**src/rtl/arbiter_rr_split.sv**
```systemverilog
// N-master round-robin bus arbiter with split-transaction parking and a bounded grant tenure.
// Latency: a request seen in IDLE is granted on the next edge; every owner change inserts exactly one dead cycle.
// Backpressure: masters hold breq until served; a split owner is parked (masked) until its split_done pulse.
// Optional: define ARB_TENURE_LIMIT_EN to build the tenure counter and force handover after MAX_TENURE cycles.
module arbiter_rr_split #(
  parameter int NUM_MASTERS = 2,
  parameter int MAX_TENURE  = 16,
  localparam int ID_W       = $clog2(NUM_MASTERS)
) (
  input  logic                   clk,
  input  logic                   rstn,
  input  logic [NUM_MASTERS-1:0] breq,
  input  logic                   split,
  input  logic [NUM_MASTERS-1:0] split_done,
  output logic [NUM_MASTERS-1:0] bgrant,
  output logic [ID_W-1:0]        owner_id,
  output logic                   bus_busy
);

  typedef enum logic [1:0] {S_IDLE, S_GRANT, S_HANDOVER} state_t;

  // Reject unsupported configurations at elaboration time.
  if (NUM_MASTERS < 2 || NUM_MASTERS > 8 || MAX_TENURE < 2) begin : g_bad_param
    $error("arbiter_rr_split: NUM_MASTERS must be 2..8 and MAX_TENURE >= 2");
  end

  state_t                 state_q;
  logic [NUM_MASTERS-1:0] bgrant_q;
  logic [ID_W-1:0]        owner_q;
  logic [ID_W-1:0]        last_owner_q;
  logic                   bus_busy_q;
  logic [NUM_MASTERS-1:0] split_mask_q;
  logic [NUM_MASTERS-1:0] split_mask_d;
  logic [NUM_MASTERS-1:0] split_set;
  logic [NUM_MASTERS-1:0] eligible;
  logic                   pick_vld;
  logic [ID_W-1:0]        pick_idx;
  logic [ID_W-1:0]        cand;
  logic [NUM_MASTERS-1:0] pick_oh;
  logic                   tenure_hit;

  // Parked masters are invisible to arbitration until their slave reports ready.
  assign eligible = breq & ~split_mask_q;

  // Only a split seen while a master owns the bus parks that owner; a set beats a same-cycle clear.
  assign split_set    = (state_q == S_GRANT && split) ? bgrant_q : '0;
  assign split_mask_d = (split_mask_q & ~split_done) | split_set;

  // Round-robin search starting just above the previous owner; the nearest candidate is written last and wins.
  always_comb begin
    pick_vld = 1'b0;
    pick_idx = '0;
    cand     = '0;
    for (int k = NUM_MASTERS; k >= 1; k--) begin
      cand = ID_W'((int'(last_owner_q) + k) % NUM_MASTERS);
      if (eligible[cand]) begin
        pick_vld = 1'b1;
        pick_idx = cand;
      end
    end
  end

  assign pick_oh = NUM_MASTERS'(1) << pick_idx;

`ifdef ARB_TENURE_LIMIT_EN
  localparam int TEN_W = $clog2(MAX_TENURE + 1);
  logic [TEN_W-1:0] tenure_q;
  logic [TEN_W-1:0] tenure_d;

  // Tenure expiry only forces handover when someone else is actually waiting.
  assign tenure_hit = (tenure_q == TEN_W'(MAX_TENURE)) && ((eligible & ~bgrant_q) != '0);

  // Count granted cycles, saturating so a sole requester simply keeps the bus.
  always_comb begin
    tenure_d = tenure_q;
    if (state_q != S_GRANT) begin
      tenure_d = TEN_W'(1);
    end else if (tenure_q != TEN_W'(MAX_TENURE)) begin
      tenure_d = tenure_q + TEN_W'(1);
    end
  end

  // Tenure register; the value loaded while not granting is the count for the first granted cycle.
  always_ff @(posedge clk or negedge rstn) begin
    if (!rstn) begin
      tenure_q <= '0;
    end else begin
      tenure_q <= tenure_d;
    end
  end
`else
  assign tenure_hit = 1'b0;
`endif

  // Arbitration FSM with registered grant, owner and busy outputs.
  always_ff @(posedge clk or negedge rstn) begin
    if (!rstn) begin
      state_q      <= S_IDLE;
      bgrant_q     <= '0;
      owner_q      <= '0;
      last_owner_q <= ID_W'(NUM_MASTERS - 1);
      bus_busy_q   <= 1'b0;
      split_mask_q <= '0;
    end else begin
      split_mask_q <= split_mask_d;
      case (state_q)
        S_IDLE, S_HANDOVER: begin
          if (pick_vld) begin
            state_q    <= S_GRANT;
            bgrant_q   <= pick_oh;
            owner_q    <= pick_idx;
            bus_busy_q <= 1'b1;
          end else begin
            state_q <= S_IDLE;
          end
        end
        S_GRANT: begin
          if (split || !breq[owner_q] || tenure_hit) begin
            state_q      <= S_HANDOVER;
            bgrant_q     <= '0;
            bus_busy_q   <= 1'b0;
            last_owner_q <= owner_q;
          end
        end
        default: begin
          state_q    <= S_IDLE;
          bgrant_q   <= '0;
          bus_busy_q <= 1'b0;
        end
      endcase
    end
  end

  assign bgrant   = bgrant_q;
  assign owner_id = owner_q;
  assign bus_busy = bus_busy_q;

  // Grant is one-hot or idle, and ownership never jumps without a dead cycle.
  a_onehot0: assert property (@(posedge clk) disable iff (!rstn) $onehot0(bgrant_q));
  a_no_direct_swap: assert property (@(posedge clk) disable iff (!rstn)
    ((|bgrant_q) && (|$past(bgrant_q))) |-> (bgrant_q == $past(bgrant_q)));
  a_owner_match: assert property (@(posedge clk) disable iff (!rstn)
    bus_busy_q |-> (bgrant_q[owner_q] && (bus_busy_q == (|bgrant_q))));

endmodule

```
**config.mk**
```make
export PLATFORM = sky130hd
export DESIGN_NAME = arbiter_rr_split
export DESIGN_NICKNAME = d
export VERILOG_FILES = /design/src/rtl/arbiter_rr_split.sv
export SDC_FILE = /design/constraint.sdc
export NUM_CORES = 1
export LEC_CHECK = 0
export ABC_AREA = 1
export CAP_MARGIN = 10
export CORE_UTILIZATION = 30
export DETAILED_ROUTE_END_ITERATION = 6
export GPL_ROUTABILITY_DRIVEN = 0
export PLACE_DENSITY = 0.57
export SETUP_SLACK_MARGIN = 0.05
export SLEW_MARGIN = 20
export SYNTH_ARGS = -nofsm -noshare
export SYNTH_HDL_FRONTEND = slang
export SYNTH_SLANG_ARGS = --single-unit
```
**constraint.sdc**
```tcl
create_clock -name clk -period 1.2 [get_ports clk]
set_input_delay 0.18 -clock clk [delete_from_list [all_inputs] [get_ports clk]]
set_output_delay 0.18 -clock clk [all_outputs]
set_load 0.02 [all_outputs]
```
==> impl_metrics.yaml <==
run_status:
  status: "complete, no violations"
placed_design:
  portBuffers: 10
  post-dp-hpwl_um: 635
  dpl_cell_area_um2: 537
worst_setup_path:
  critPathCaptureType: "output pin"
  crit_type: "reg -> out"
  worstPathMaxFanout: 2
  path_delay_family: "flip-flops"
  max_stage_delay_ns: 0.37
  critPathBufInv: 1
  cp_data_required_time_ns: 1.02
  critPathSlowestCell: "dfrtp_1"
  startpoint_type: "flop"
  cp_cell_sequence: "clkdlybuf4s15_1"
  crit_arrival_ns: 0.91
route:
  drc_errors: 0
  vias: 334
  drt_iter0_drc: 3
  totalWireLength_um: 787
  wl_per_cell_um: 10.2
  drtAntennaViolNets: 0
  via_per_inst: 4.34
  dr.pass1.iters: 4
pwr:
  power.density_nw_per_um2: 2470
  leakage_nw: 0.293
  vdd_drop_max_uv: 1070
synthesis:
  synth_cell_types: 12
  seq_area_frac_synth: 0.550
  synth_area_um2: 412
  syn_area_per_cell_um2: 8.76
  ys_seq_elements: 9
  yosys_warnings: 0
  synth_cells: 47
  synth_fp_nets: 54
sta:
  fin_hold_ws_ns: 0.221
  rsz0062_at_grt: "true"
  min_period_ns: 1.09
  max_freq_mhz: 916
  finClkSkew_ns: 0.000390
  setup_viol: 0
  tightestPinTransition_ns: 0.399
  finalMaxSlewViolations: 0
  slew_headroom: 0.733
  hold_viol_final: 0
  tns_ns: 0
  post-route-period-util: 0.909
flow_run:
  cap_viol_max_count: 0
cts:
  clkLatencyLatePin_ns: 0.25
  clock_path_buffers: 2
  numCtsBuffers: 3
  cts.sinks: 9
  clk_pin_slew_ns: 0.05
  root_buffer: "clkbuf_4"
  hold_buffers: 0
  cts_tree: "built"
  htree_levels: 1
finish:
  drive_gt1_frac: 0.286
  fillCellCount: 130
  final_area_um2: 564
  final_common_cell: "nand2_1"
  diodes: 0
  area_growth_pct: 37.1
  multi_input_area_um2: 161
  final_nets: 71
  regArea_um2: 226
  mostFrequentLayoutCells: "14 x nand2_1, 8 x dfrtp_1, 6 x inv_1, 6 x clkdlybuf4s50_1, 5 x nand3_1"
floorplan:
  die_w_um: 39.0
  start_util: 0.347
  die_area_um2: 1520
  die_h_um: 39.0
  boundaryPins: 11
  core-area_um2: 1190
  rows: 12
grt:
  met3_usage: 0.0867
  use_met2: 0.171
  grt_usage: 0.140
  grt_pass1_vias: 300
  grtUsageMet1: 0.193
  grt_overflow: 0
  antenna_found_initial: 0
  grt_max_degree: 10
  grt.busiest_layer: "met1"
  grt_pass1_wl_um: 1320
hold_path:
  hold_class: "in -> async"
==> per-layer routing <==
layer / part of all wire / up-vias
li1: - / 182
met2: 0.44 / 11
met1: 0.49 / 141
met5: 0 / -
met4: 0 / 0
met3: 0.070 / 0
==> flip-flops by register name, summed over array words and instances (netlist names) <==
register / cells
split_mask_q: 2
bus_busy: 1
owner_id: 1
last_owner_q: 1
bgrant: 2
state_q: 2
==> cell usage after synthesis (all sizes together) <==
| cell type | n | area (um^2) |
|---|---|---|
| nand3 | 6 | 35.0 |
| dfstp | 1 | 26.3 |
| nor2 | 1 | 20.0 |
| dfrtp | 8 | 200 |
| nand2 | 18 | 75.1 |
| inv | 8 | 30.0 |
| a21oi | 1 | 5.00 |
| o21ai | 4 | 20.0 |
==> where the power goes <==
part / internal, W / switching (W) / total, W / leakage [nW]
Sequential: 0.000452 / 0.0000939 / 0.000546 / 0.112
Combinational: 0.000241 / 0.000384 / 0.000626 / 0.166
Clock: 0.000127 / 0.0000925 / 0.000220 / 0.0150
Total: 0.000821 / 0.000571 / 0.00139 / 0.293
==> what timing repair did <==
action | 4_1_cts | 5_1_grt
setup buffers | 0 | 1
endpoints found under the hold margin | 0 | 0
gates resized for setup | 6 | 9
pin swaps | 0 | 1
setup endpoints to repair | 4 | 9
cloned | 0 | 0
==> cells by family (layout without fill, tap and decap cells) <==
logic type | after synthesis | in the layout | share of synthesized area
buffers and inverters | 8 | 24 | 0.0730
AOI/OAI and AO/OA | 5 | 5 | 0.0608
DFF | 9 | 9 | 0.550
and+or+nand+nor | 25 | 25 | 0.316
==> worst paths after layout <==
| path | startpoint | to | slack, ns | cells past startpoint |
|---|---|---|---|---|
| hold reg to reg | bus_busy$_DFFE_PN0P_ | bus_busy$_DFFE_PN0P_ | 0.48 | 2 |
| setup / recovery | bus_busy$_DFFE_PN0P_ | bus_busy | 0.11 | 1 |
| setup reg to reg | owner_id$_DFFE_PN0P_ | bgrant[0]$_DFFE_PN0P_ | 0.16 | 8 |
| max in group asynchronous | rstn | last_owner_q$_DFFE_PN1P_ | 0.66 | 1 |
| hold / removal | rstn | owner_id$_DFFE_PN0P_ | 0.22 | 1 |
| min in group clk | bus_busy$_DFFE_PN0P_ | bus_busy$_DFFE_PN0P_ | 0.48 | 2 |
==> cell type report <==
class	count	area share
inverter	8	0.0576
sequential	9	0.401
multi-input combinational	30	0.286
tap	14	0.0310
clock buffer	4	0.0466
timing repair buffer	12	0.177
==> stage by stage <==
stage	utilization	power [W]	instances	setup WS, ns
final	0.476	0.00139	77	0.109
after CTS	0.473	0.00139	76	0.0324
after global placement	0.453	0.00120	72	-0.0243
after global routing	0.476	0.00152	77	0.0327
after detailed placement	0.453	0.00120	72	-0.00292
after floorplan	-	0.000933	47	0.221
Note: power is estimated with default switching activity, not from simulation.
